`config.mk`:
```
export PLATFORM = sky130hd
export DESIGN_NAME = dec_scan_seq
export DESIGN_NICKNAME = d
export VERILOG_FILES = /design/src/rtl/dec_scan_pkg.sv /design/src/rtl/dec_scan_seq_dwell_timer.sv /design/src/rtl/dec_scan_seq.sv
export SDC_FILE = /design/constraint.sdc
export NUM_CORES = 1
export LEC_CHECK = 0
export BUFFER_PORTS_ARGS = -buffer_cell sky130_fd_sc_hd__buf_2
export CAP_MARGIN = 20
export CORE_MARGIN = 4
export CORE_UTILIZATION = 59
export DETAILED_ROUTE_END_ITERATION = 12
export GPL_TIMING_DRIVEN = 0
export PLACE_DENSITY_LB_ADDON = 0.25
export SLEW_MARGIN = 20
export SYNTH_ARGS = -nofsm -noshare
export SYNTH_HDL_FRONTEND = slang
export SYNTH_SLANG_ARGS = --single-unit
```
`constraint.sdc`:
```
create_clock -name clk -period 5.73 [get_ports clk]
set_input_delay 0 -clock clk [delete_from_list [all_inputs] [get_ports clk]]
set_output_delay 0 -clock clk [all_outputs]
set_load 0.005 [all_outputs]
```
`src/rtl/dec_scan_pkg.sv`:
```
// Shared definitions for the decoder scan sequencer.
//   state_t   : FSM encoding (IDLE / ACTIVE / DONE)
//   ADDR_W    : decoder select width
//   NUM_LINES : downstream strobe lines behind the 3-to-8 decoder
//   addr_inc  : next select value, wraps 7 -> 0
package dec_scan_pkg;
  localparam int ADDR_W    = 3;
  localparam int NUM_LINES = 8;

  typedef enum logic [1:0] {
    IDLE   = 2'd0,
    ACTIVE = 2'd1,
    DONE   = 2'd2
  } state_t;

  function automatic logic [ADDR_W-1:0] addr_inc(input logic [ADDR_W-1:0] a);
    return a + 1'b1;  // natural 3-bit overflow gives the 7 -> 0 wrap
  endfunction
endpackage

```
`src/rtl/dec_scan_seq_dwell_timer.sv`:
```
// Dwell timer: counts cycles spent on the current address.
//   clk, rst_n : clock, synchronous active-low reset
//   clr        : force count to 0 (config load)
//   run        : count enable (sequencer active and not aborting)
//   hold       : freeze count (stall)
//   dwell_eff  : cycles per address, already forced >= 1
//   expire     : count has reached dwell_eff-1; the count self-clears on the
//                next running cycle
module dwell_timer #(
  parameter int DWELL_W = 8
) (
  input  logic               clk,
  input  logic               rst_n,
  input  logic               clr,
  input  logic               run,
  input  logic               hold,
  input  logic [DWELL_W-1:0] dwell_eff,
  output logic               expire
);
  logic [DWELL_W-1:0] cnt;

  assign expire = (cnt == dwell_eff - 1'b1);

  always_ff @(posedge clk) begin
    if (!rst_n)           cnt <= '0;
    else if (clr)         cnt <= '0;
    else if (run && !hold) cnt <= expire ? '0 : cnt + 1'b1;
  end
endmodule

```
`src/rtl/dec_scan_seq.sv`:
```
// Scan sequencer feeding a 3-to-8 decoder: walks start_addr..end_addr
// (wrapping 7 -> 0), holding each address for `dwell` cycles, once or
// continuously until stop.
//   clk, rst_n          : clock, synchronous active-low reset
//   start, stop         : begin sweep (IDLE only) / abort active sweep
//   continuous          : repeat sweeps; sampled at start
//   stall               : freeze dwell count and address
//   start_addr/end_addr : sweep bounds; sampled at start
//   dwell               : cycles per address (0 acts as 1); sampled at start
//   dec_en, dec_addr    : decoder enable / select
//   busy, done, aborted : status; done pulses one cycle, aborted qualifies it
//   sweep_cnt           : sweeps completed since last start
module dec_scan_seq
  import dec_scan_pkg::*;
#(
  parameter int DWELL_W = 8,
  parameter int SWEEP_W = 8
) (
  input  logic               clk,
  input  logic               rst_n,
  input  logic               start,
  input  logic               stop,
  input  logic               continuous,
  input  logic               stall,
  input  logic [2:0]         start_addr,
  input  logic [2:0]         end_addr,
  input  logic [DWELL_W-1:0] dwell,
  output logic               dec_en,
  output logic [2:0]         dec_addr,
  output logic               busy,
  output logic               done,
  output logic               aborted,
  output logic [SWEEP_W-1:0] sweep_cnt
);
  state_t             state, state_nx;
  logic [ADDR_W-1:0]  cfg_start, cfg_end;
  logic               cfg_cont;
  logic [DWELL_W-1:0] cfg_dwell;
  logic               load, expire, step, last;

  assign load = (state == IDLE) && start && !stop;
  // stop overrides stall and expiry, so an aborting cycle never steps
  assign step = (state == ACTIVE) && !stop && !stall && expire;
  assign last = (dec_addr == cfg_end);

  dwell_timer #(.DWELL_W(DWELL_W)) u_timer (
    .clk       (clk),
    .rst_n     (rst_n),
    .clr       (load),
    .run       ((state == ACTIVE) && !stop),
    .hold      (stall),
    .dwell_eff (cfg_dwell),
    .expire    (expire)
  );

  // state register
  always_ff @(posedge clk) begin
    if (!rst_n) state <= IDLE;
    else        state <= state_nx;
  end

  // next state
  always_comb begin
    state_nx = state;
    case (state)
      IDLE:    if (load) state_nx = ACTIVE;
      ACTIVE:  if (stop || (step && last && !cfg_cont)) state_nx = DONE;
      DONE:    state_nx = IDLE;
      default: state_nx = IDLE;
    endcase
  end

  // registered outputs and sweep datapath; values are set on the edge that
  // enters a state so they line up with the state register
  always_ff @(posedge clk) begin
    if (!rst_n) begin
      dec_en    <= 1'b0;
      dec_addr  <= '0;
      busy      <= 1'b0;
      done      <= 1'b0;
      aborted   <= 1'b0;
      sweep_cnt <= '0;
      cfg_start <= '0;
      cfg_end   <= '0;
      cfg_cont  <= 1'b0;
      cfg_dwell <= DWELL_W'(1);
    end else begin
      done <= 1'b0;
      case (state)
        IDLE: if (load) begin
          cfg_start <= start_addr;
          cfg_end   <= end_addr;
          cfg_cont  <= continuous;
          cfg_dwell <= (dwell == '0) ? DWELL_W'(1) : dwell;
          dec_addr  <= start_addr;
          sweep_cnt <= '0;
          aborted   <= 1'b0;
          dec_en    <= 1'b1;
          busy      <= 1'b1;
        end
        ACTIVE: begin
          if (stop) begin
            dec_en  <= 1'b0;
            busy    <= 1'b0;
            done    <= 1'b1;
            aborted <= 1'b1;
          end else if (step) begin
            if (!last) begin
              dec_addr <= addr_inc(dec_addr);
            end else begin
              sweep_cnt <= sweep_cnt + 1'b1;
              if (cfg_cont) begin
                dec_addr <= cfg_start;
              end else begin
                dec_en <= 1'b0;
                busy   <= 1'b0;
                done   <= 1'b1;
              end
            end
          end
        end
        default: ;
      endcase
    end
  end
endmodule
```
==> impl_metrics.ini, run 1 <==
[status]
status = finished, final reports clean

[cts]
clk_latency_ps = 350
cts_inserted_buffers = 5
h-tree-depth = 2
cts_setup_buffers = 0
cts_tree = yes
path_clk_slew_ps = 110
cts_root_buf = clkbuf_4
max-clock-path-buffers = 2
cts.sinks = 39

[setup_path]
path_class = flip-flop to flip-flop
cp.required_ps = 5960
endpoint_kind = flip-flop
cp.arrival_ps = 3060
rr_worst_depth = 10
cp_max_fo = 10
start_kind = flip-flop

[synthesis]
async_flop_share = 0
synth_edf_count = 0
synthesis.nets = 281
synthesis.area_sq_um = 2030
synthCells = 257
ys_ff_latch = 39
yosysWarnings = 0
ys_seq_area_frac = 0.384
synth_cell_type_count = 39
synth_flop_cell = dfxtp_1
syn_area_per_cell_sq_um = 7.91

[drt]
ant_nets = 0
dr.pass1.iters = 4
vias = 2011
wl_um = 5080
drtIter0Drc = 152
via_per_inst = 5.62
routedWlPerCell_um = 14.2
drc_errors = 0

[timing]
finalSetupTns_ps = 0
maxSlewViolCount = 0
hold_violations = 0
rsz0062_at_grt = false
min_period_over_period = 0.495
finalSetupViolCount = 0
min_period_ps = 2830
worst_pin_slew_ps = 678
clock-skew-final_ps = 10.8
slew_headroom = 0.546
clock.fmax_ghz = 0.353

[global_route]
grt_pass1_wl_um = 8570
grt-ovfl-total = 0
grt_max_degree = 11
grtUsageTotal = 0.253
grt_pass1_vias = 1889
antenna_found_initial = 0

[place]
place_inst = 336
gp_routability_congestion = 0.864
hpwl_um = 3390
portBuffers = 33

[pwr]
ir_worst_vdd_mv = 0.194
power_density_nw_per_um2 = 215
leakage_nw = 0.993
power.total_mw = 0.527

[floorplan]
start_util = 0.609
core-area_sq_um = 3340
die_w_um = 66.7
die_h_um = 66.7
pin_count = 35
die_area_sq_um = 4450
rows = 21

[worst_hold_path]
hold_depth = 4
hold_path.class = primary input to flip-flop

[run]
max_cap_viol_count = 0

[layout]
nFillCells = 264
final_cells = 358
diodes = 0
fin_nets = 337
syn2layout_area_growth_pct = 20.9
drive_gt1_frac = 0.138
[worst paths after layout]
path                start        endpoint  slack (ps)
max          cfg_dwell[0]  u_timer.cnt[3]        2900
max reg2reg  cfg_dwell[0]  u_timer.cnt[3]        2900
min                 stall  u_timer.cnt[0]          50
min reg2reg  cfg_start[0]    cfg_start[0]         460
[layout by cell type, fill, tap and decap left out, types with 5 or more instances in the layout]
| cell | n |
|---|---|
| a211oi_1 | 5 |
| a21oi_1 | 25 |
| and3_1 | 5 |
| buf_2 | 35 |
| clkbuf_1 | 11 |
| clkbuf_4 | 5 |
| dfxtp_1 | 39 |
| dlygate4sd3_1 | 16 |
| inv_1 | 8 |
| mux2i_1 | 5 |
| nand2_1 | 46 |
| nand3_1 | 9 |
| nand4_1 | 7 |
| nor2_1 | 19 |
| o21ai_0 | 9 |
| or4_1 | 6 |
| xnor2_1 | 10 |
| xor2_1 | 9 |
[logic make-up after synthesis]
family | count (synthesis) | synth area share
buf+inv | 22 | 0.0437
fa+ha+maj | 4 | 0.0246
mux | 5 | 0.0246
xor+xnor | 19 | 0.0819
compound gates | 56 | 0.169
flops | 39 | 0.384
simple gates | 112 | 0.272
[critical path: stages, from the launching register on]
cell	delay [ps]
dfxtp_1	440
inv_1	90
ha_1	190
buf_2	160
nor2b_1	140
or3_1	350
a31o_1	240
a211o_1	390
clkbuf_1	290
nand2_1	310
nor2_1	100
[layer usage]
layer | vias to the layer above | global-route usage | routed length (um) | part of all wire
li1 | 1016 | - | - | -
met1 | 911 | 0.299 | 2060 | 0.40
met2 | 73 | 0.431 | 2530 | 0.50
met3 | 11 | 0.0590 | 380 | 0.075
met4 | 0 | 0.112 | 114 | 0.022
met5 | - | 0 | 0 | 0
[registers in the layout, indices dropped and copies added, names as in the netlist]
name	cells
state	2
done	1
busy	1
u_timer.cnt	8
sweep_cnt	8
cfg_cont	1
cfg_start	3
dec_addr	3
cfg_dwell	8
cfg_end	3
aborted	1
[cell usage after synthesis (all sizes together), types with 5 or more instances]
cell,instances,area [sq um]
nand4,7,43.8
xnor2,10,87.6
o21ai,9,45.0
nor2,19,71.3
dfxtp,39,781
a211oi,5,37.5
clkbuf,10,37.5
a21oi,25,125
and3,5,31.3
inv,8,30.0
xor2,9,78.8
nor3,5,30.0
nand3,9,45.0
mux2i,5,50.1
or4,6,45.0
nand2,46,173
[metrics by stage]
stage	util	worst slack [ps]	cell area, sq um	hold slack (ps)
after floorplan	-	3240	2030	136
after global placement	0.676	3000	2250	241
after detailed placement	0.676	2950	2250	247
after CTS	0.736	2920	2460	38.4
after global routing	0.736	2750	2460	57.0
final	0.736	2900	2460	54.4
[where the power goes]
group | total [mW] | internal, mW | leakage (nW) | switching, mW
logic | 0.104 | 0.0452 | 0.652 | 0.0587
registers | 0.293 | 0.281 | 0.317 | 0.0116
clock network | 0.131 | 0.0437 | 0.0242 | 0.0869
[final cells by class]
class	count	area, sq um	share of cell area
clock buffers	6	41.3	0.0168
flip-flops and latches	39	781	0.318
plain buffers	14	58.8	0.0239
repair buffers	49	325	0.132
multi-input cells	196	1160	0.473
well taps	46	57.6	0.0234
inverters	8	30.0	0.0122
[repair_timing]
item / 4_1_cts / 5_1_grt
endpoints found under the hold margin: 20 / 0
resized for setup: 0 / 0
hold buffers: 16 / 0
Power figures use the tool's default switching activity.
==> inputs of run 2 (changes only) <==
--- a/config.mk
+++ b/config.mk
@@ -5,10 +5,11 @@
 export SDC_FILE = /design/constraint.sdc
 export NUM_CORES = 1
 export LEC_CHECK = 0
+export ABC_AREA = 1
 export BUFFER_PORTS_ARGS = -buffer_cell sky130_fd_sc_hd__buf_2
 export CAP_MARGIN = 20
 export CORE_MARGIN = 4
-export CORE_UTILIZATION = 59
+export CORE_UTILIZATION = 56
 export DETAILED_ROUTE_END_ITERATION = 12
 export GPL_TIMING_DRIVEN = 0
 export PLACE_DENSITY_LB_ADDON = 0.25
==> constraint.sdc (replaced) <==
create_clock -name clk -period 2.9 [get_ports clk]
set_input_delay 0 -clock clk [delete_from_list [all_inputs] [get_ports clk]]
set_output_delay 0 -clock clk [all_outputs]
set_load 0.005 [all_outputs]
==> run 2 against run 1 <==
  * Hold slack worse by 46 ps
  * First-iteration DRC count down 18%
  * Non-clock buffer count is 9 lower
  * Synthesized area grew 3.9%
  * Global-route usage shrank 5.0 points
  * Combinational power rose by 97%
  * Worst setup slack worse by 2000 ps
  * Critical path depth up 4
  * Routed wire length shrank 9.5%
  * Clock power increased to 2.8 times the previous value
  * Utilization decreased by 4.1 points
  * Critical endpoint is now sweep_cnt[7]
==> impl_metrics.ini, run 2 <==
[timing]
finalSetupTns_ps = 0
whs_ps = 8.70
clock-skew-final_ps = 9.68
worst_pin_slew_ps = 511
clock.fmax_ghz = 0.495
slew_headroom = 0.659
maxSlewViolCount = 0
rsz0062_at_grt = false
min_period_ps = 2020
fin_ws_ps = 878
min_period_over_period = 0.697
finalSetupViolCount = 0
hold_violations = 0

[synthesis]
synth.most_common_cell = nand2_1
synth_cell_type_count = 37
yosysWarnings = 0
synth_area_leaders = dfxtp_1 (37%), nand2_1 (11%), nand3_1 (5.2%)
syn_area_per_cell_sq_um = 7.59
synth_edf_count = 0
async_flop_share = 0
synthCells = 278
synthesis.nets = 302
yosys-top-cells-count = nand2_1 (62), dfxtp_1 (39), inv_1 (27), nor2_1 (27), nand3_1 (22)
yosys.area.top_type = dfxtp_1
ys_seq_area_frac = 0.370
synth_top_cell_area_share = 0.370
synthesis.area_sq_um = 2110
synth_flop_cell = dfxtp_1
ys_ff_latch = 39

[cts]
cts_inserted_buffers = 5
hold_buffers = 12
h-tree-depth = 2
path_clk_slew_ps = 80
cts.sinks = 39
clk_latency_ps = 300
post_cts_resized = 0
cts_setup_buffers = 0
cts_root_buf = clkbuf_8
max-clock-path-buffers = 2
cts_tree = yes

[drt]
drtIter0Drc = 124
wl_um = 4600
dr.pass1.iters = 4
top_layer_used = met4
via_per_inst = 5.15
wl_met1_um = 2240
met3_length_um = 265
ant_nets = 0
wl_met2_um = 2040
routedWlPerCell_um = 12.1
vias = 1957
drc_errors = 0

[pwr]
power_density_nw_per_um2 = 451
leakage_nw = 1.14
power.total_mw = 1.15
ir_worst_vdd_mv = 0.366

[floorplan]
pin_count = 35
rows = 22
die_area_sq_um = 4820
core-area_sq_um = 3660
die_h_um = 69.4
start_util = 0.577
die_w_um = 69.4

[run]
max_cap_viol_count = 0

[layout]
syn2layout_area_growth_pct = 20.6
final_cells = 380
drive_gt1_frac = 0.205
layout_common_cells = nand2_1 (62), dfxtp_1 (39), buf_2 (34)
reg.largest.list = cfg_dwell x8, sweep_cnt x8, u_timer.cnt x8
nFillCells = 292
diodes = 0
fin_nets = 355
mostFrequentLayoutCell = nand2_1

[setup_path]
path_class = flip-flop to flip-flop
cp.arrival_ps = 2220
cp_slowest_cell = dfxtp_1
cp_cell_sequence = inv_2 -> ha_1 -> nand2_1 -> inv_1 -> nor2_1 -> nand3_1 -> nor2_2 -> nand3_2 -> nor2_4 -> nand3_2 -> nand2_2 -> nand2_1 -> nand2_1 -> a21oi_1
worst_path_most_repeated_cell = nand2_1
max_stage_delay_ps = 370
cp.required_ps = 3100
endpoint_kind = flip-flop
start_kind = flip-flop
cp_max_fo = 6

[global_route]
grt_pass1_wl_um = 8070
grtUsageTotal = 0.203
antenna_found_initial = 0
grt_max_degree = 13
grt_pass1_vias = 1855
grt-ovfl-total = 0

[place]
hpwl_um = 3360
dpl_worst_slack_ps = 892
place_inst = 360
gp_routability_congestion = 0.787
portBuffers = 34

[worst_hold_path]
hold_path.class = primary input to flip-flop

[status]
status = finished, final reports clean
-- run 2: cell types whose count changed after synthesis, moves of 6 or more --
cell and change:
nor2_1 +8, or4_1 -6, nand2_1 +16, a21oi_1 -11, inv_1 +19, nand3_1 +13, clkbuf_1 -8, a22o_1 +9
-- run 2: layout make-up --
| class | count | area (sq um) | share of cell area |
|---|---|---|---|
| flip-flops and latches | 39 | 781 | 0.307 |
| multi-input cells | 200 | 1150 | 0.450 |
| repair buffers | 46 | 290 | 0.114 |
| well taps | 48 | 60.1 | 0.0236 |
| clock buffers | 6 | 72.6 | 0.0285 |
| plain buffers | 8 | 67.6 | 0.0265 |
| clock inverters | 2 | 12.5 | 0.00491 |
| inverters | 31 | 116 | 0.0457 |
-- run 2: through the flow --
step	instance area (sq um)	util
final	2550	0.695
after global routing	2550	0.695
after CTS	2550	0.695
after detailed placement	2340	0.639
after global placement	2340	0.639
after floorplan	2110	-
-- run 2: worst max-delay path, delay by kind of cell, from the launching register on --
kind | cells | cell delay, ps
AOI/OAI and AO/OA | 1 | 60
and+or+nand+nor | 10 | 1070
adders and majority gates | 1 | 320
buffers and inverters | 2 | 110
DFF | 1 | 370
-- run 2: where the power goes --
part | switching [mW] | total, mW | internal, mW
combinational | 0.115 | 0.205 | 0.0903
clock | 0.195 | 0.363 | 0.168
sequential | 0.0211 | 0.578 | 0.557
-- run 2: final timing paths --
check	start	endpoint	slack [ps]	depth (start not counted)
setup / recovery	cfg_dwell[0]	sweep_cnt[7]	880	14
hold / removal	dwell[3]	cfg_dwell[3]	9	3
setup reg to reg	cfg_dwell[0]	sweep_cnt[7]	880	14
hold reg to reg	aborted	aborted	480	1
-- run 2: cells by family after synthesis --
family | share of synthesized area
compound gates | 0.130
xor+xnor | 0.0771
fa+ha+maj | 0.0237
buf+inv | 0.0871
flops | 0.370
simple gates | 0.312
-- run 2: per-layer routing --
| metal | global-route usage | up-vias |
|---|---|---|
| li1 | - | 1015 |
| met1 | 0.262 | 892 |
| met2 | 0.323 | 44 |
| met3 | 0.0551 | 6 |
| met4 | 0.0738 | 0 |
| met5 | 0 | - |
==> inputs of run 3 (changes only) <==
--- a/config.mk
+++ b/config.mk
@@ -5,11 +5,11 @@
 export SDC_FILE = /design/constraint.sdc
 export NUM_CORES = 1
 export LEC_CHECK = 0
-export ABC_AREA = 1
+export ABC_AREA = 0
 export BUFFER_PORTS_ARGS = -buffer_cell sky130_fd_sc_hd__buf_2
 export CAP_MARGIN = 20
 export CORE_MARGIN = 4
-export CORE_UTILIZATION = 56
+export CORE_UTILIZATION = 55
 export DETAILED_ROUTE_END_ITERATION = 12
 export GPL_TIMING_DRIVEN = 0
 export PLACE_DENSITY_LB_ADDON = 0.25
==> constraint.sdc (replaced) <==
create_clock -name clk -period 1.9 [get_ports clk]
set_input_delay 0 -clock clk [delete_from_list [all_inputs] [get_ports clk]]
set_output_delay 0 -clock clk [all_outputs]
set_load 0.005 [all_outputs]
==> run 3 against run 2 <==
  * The run now ends with negative setup slack left
  * Register-to-register slack got worse by 1300 ps
  * Clock skew barely moved
  * Via count is 19% higher
  * Clock power rose by 73%
  * Routed wire length rose by 46%
  * Fmax decreased by 14%
  * Combinational power up 110%
  * Utilization rose by 14 points
  * Critical path type unchanged
==> impl_metrics.ini, run 3 (synthesis gave the netlist of run 1 again) <==
[global_route]
grt-ovfl-total = 0
grtUsageMet1 = 0.317
grt_max_degree = 12
grt_use_met2 = 0.418
grtUsageTotal = 0.254
antenna_found_initial = 0
grt_pass1_wl_um = 9020
grt_pass1_vias = 1931
gr-max-usage-layer = met2
grt_util_met3 = 0.0616

[setup_path]
cp_max_fo = 8
endpoint_kind = flip-flop
path_class = flip-flop to flip-flop
r2r_end = sweep_cnt[2]
timing.rr.start = cfg_dwell[2]
cp_cell_sequence = nor4_4 -> nand2_1 -> o31a_1 -> a211o_4 -> or4_1 -> a21oi_1
cp.arrival_ps = 2570
regToRegSetupSlack_ps = -440
rr_worst_depth = 6
cp-endpoint = sweep_cnt[2]
cp_slowest_cell = or4_1
critPathLaunch = cfg_dwell[2]
max_stage_delay_ps = 490
cp.required_ps = 2140
start_kind = flip-flop

[cts]
max-clock-path-buffers = 2
cts_inserted_buffers = 5
cts.sinks = 39
path_clk_slew_ps = 80
clk_latency_ps = 300
h-tree-depth = 2
cts_root_buf = clkbuf_8
cts_tree = yes

[worst_hold_path]
hold_depth = 3
hold_path.class = primary input to flip-flop

[place]
place_inst = 336
dpl_worst_slack_ps = -546
gp_routability_congestion = 0.820
portBuffers = 33
dpl_cell_area_sq_um = 2290
hpwl_um = 3340

[floorplan]
start_util = 0.590
die_w_um = 68.8
rows = 21
die_area_sq_um = 4730
die_h_um = 68.8
core-area_sq_um = 3440
pin_count = 35

[layout]
reg.largest.list = cfg_dwell x8, sweep_cnt x8, u_timer.cnt x8
fin_nets = 352
final_util = 0.835
diodes = 0
syn2layout_area_growth_pct = 41.4
final_cell_area_sq_um = 2870
drive_gt1_frac = 0.283
multi_input_area_sq_um = 1360
layout_common_cells = nand2_1 (44), dfxtp_1 (35), buf_2 (34)
seqCellArea_sq_um = 791
mostFrequentLayoutCell = nand2_1
nFillCells = 182
final_cells = 375

[drt]
via_per_inst = 6.19
drc_errors = 0
vias = 2323
wl_um = 6690
dr.pass1.iters = 5
routedWlPerCell_um = 17.9
ant_nets = 0
drtIter0Drc = 260

[timing]
rsz0062_at_grt = true
clock.fmax_ghz = 0.428
clock-skew-final_ps = 9.38
maxSlewViolCount = 0
finalSetupViolCount = 23
min_period_over_period = 1.23
fin_ws_ps = -438
worst_pin_slew_ps = 737
min_period_ps = 2340
whs_ps = 50.9
hold_violations = 0
slew_headroom = 0.507

[run]
max_cap_viol_count = 0

[pwr]
leakage_nw = 1.14
power_density_nw_per_um2 = 673
ir_worst_vdd_mv = 0.600

[status]
violations = negative setup slack
status = finished, violations left
[run 3: cell count changes in the layout (fill, tap and decap cells not counted), moves of 6 or more]
cell     previous run  this run
inv_1              27         6
nand3_1            22         9
a22o_1              9         0
or4_1               0         6
nor2_1             27        12
buf_4               1        16
a21oi_1            14        22
nand2_1            62        44
[run 3: how the worst min path moves through the flow]
stage	end	start
5_1_grt	aborted	stop
4_1_cts	aborted	stop
6_report	aborted	stop
2_1_floorplan	cfg_dwell[1]	dwell[1]
3_3_place_gp	cfg_cont	continuous
3_5_place_dp	cfg_end[0]	end_addr[0]
[run 3: layout make-up]
class	count	area share
timing repair buffer	65	0.163
sequential	39	0.275
tap	46	0.0200
clock buffer	8	0.0348
buffer	12	0.0235
inverter	8	0.0113
multi-input combinational	197	0.472
[run 3: repair_timing]
action / in CTS / in global routing
setup endpoints to repair: 23 / 23
buffers inserted: 9 / 7
hold buffers: 15 / 0
gates resized for setup: 14 / 32
pin swaps: 10 / 16
endpoints found under the hold margin: 15 / 0
cloned: 1 / 1
[run 3: power by group]
group | internal [mW] | leakage, nW | switching [mW]
clock | 0.332 | 0.0515 | 0.298
combinational | 0.178 | 0.771 | 0.244
sequential | 0.846 | 0.319 | 0.0366
total | 1.36 | 1.14 | 0.578
[run 3: metrics by stage]
stage	TNS, ps	total power [mW]
finish	-7480	1.93
global route	-9180	2.00
CTS	-5130	1.86
detailed placement	-10090	1.19
global placement	-8770	1.18
floorplan	-3850	1.10
[run 3: routing by layer]
layer,share of wire,vias up
met5,0,-
met4,0.052,0
met3,0.095,45
met2,0.47,167
met1,0.39,1062
li1,-,1049
[run 3: worst max-delay path: cells and delay by family, from the launching register on]
kind / cells / cell delay (ps)
AOI/OAI and AO/OA: 3 / 900
DFF: 1 / 380
and+or+nand+nor: 3 / 1010
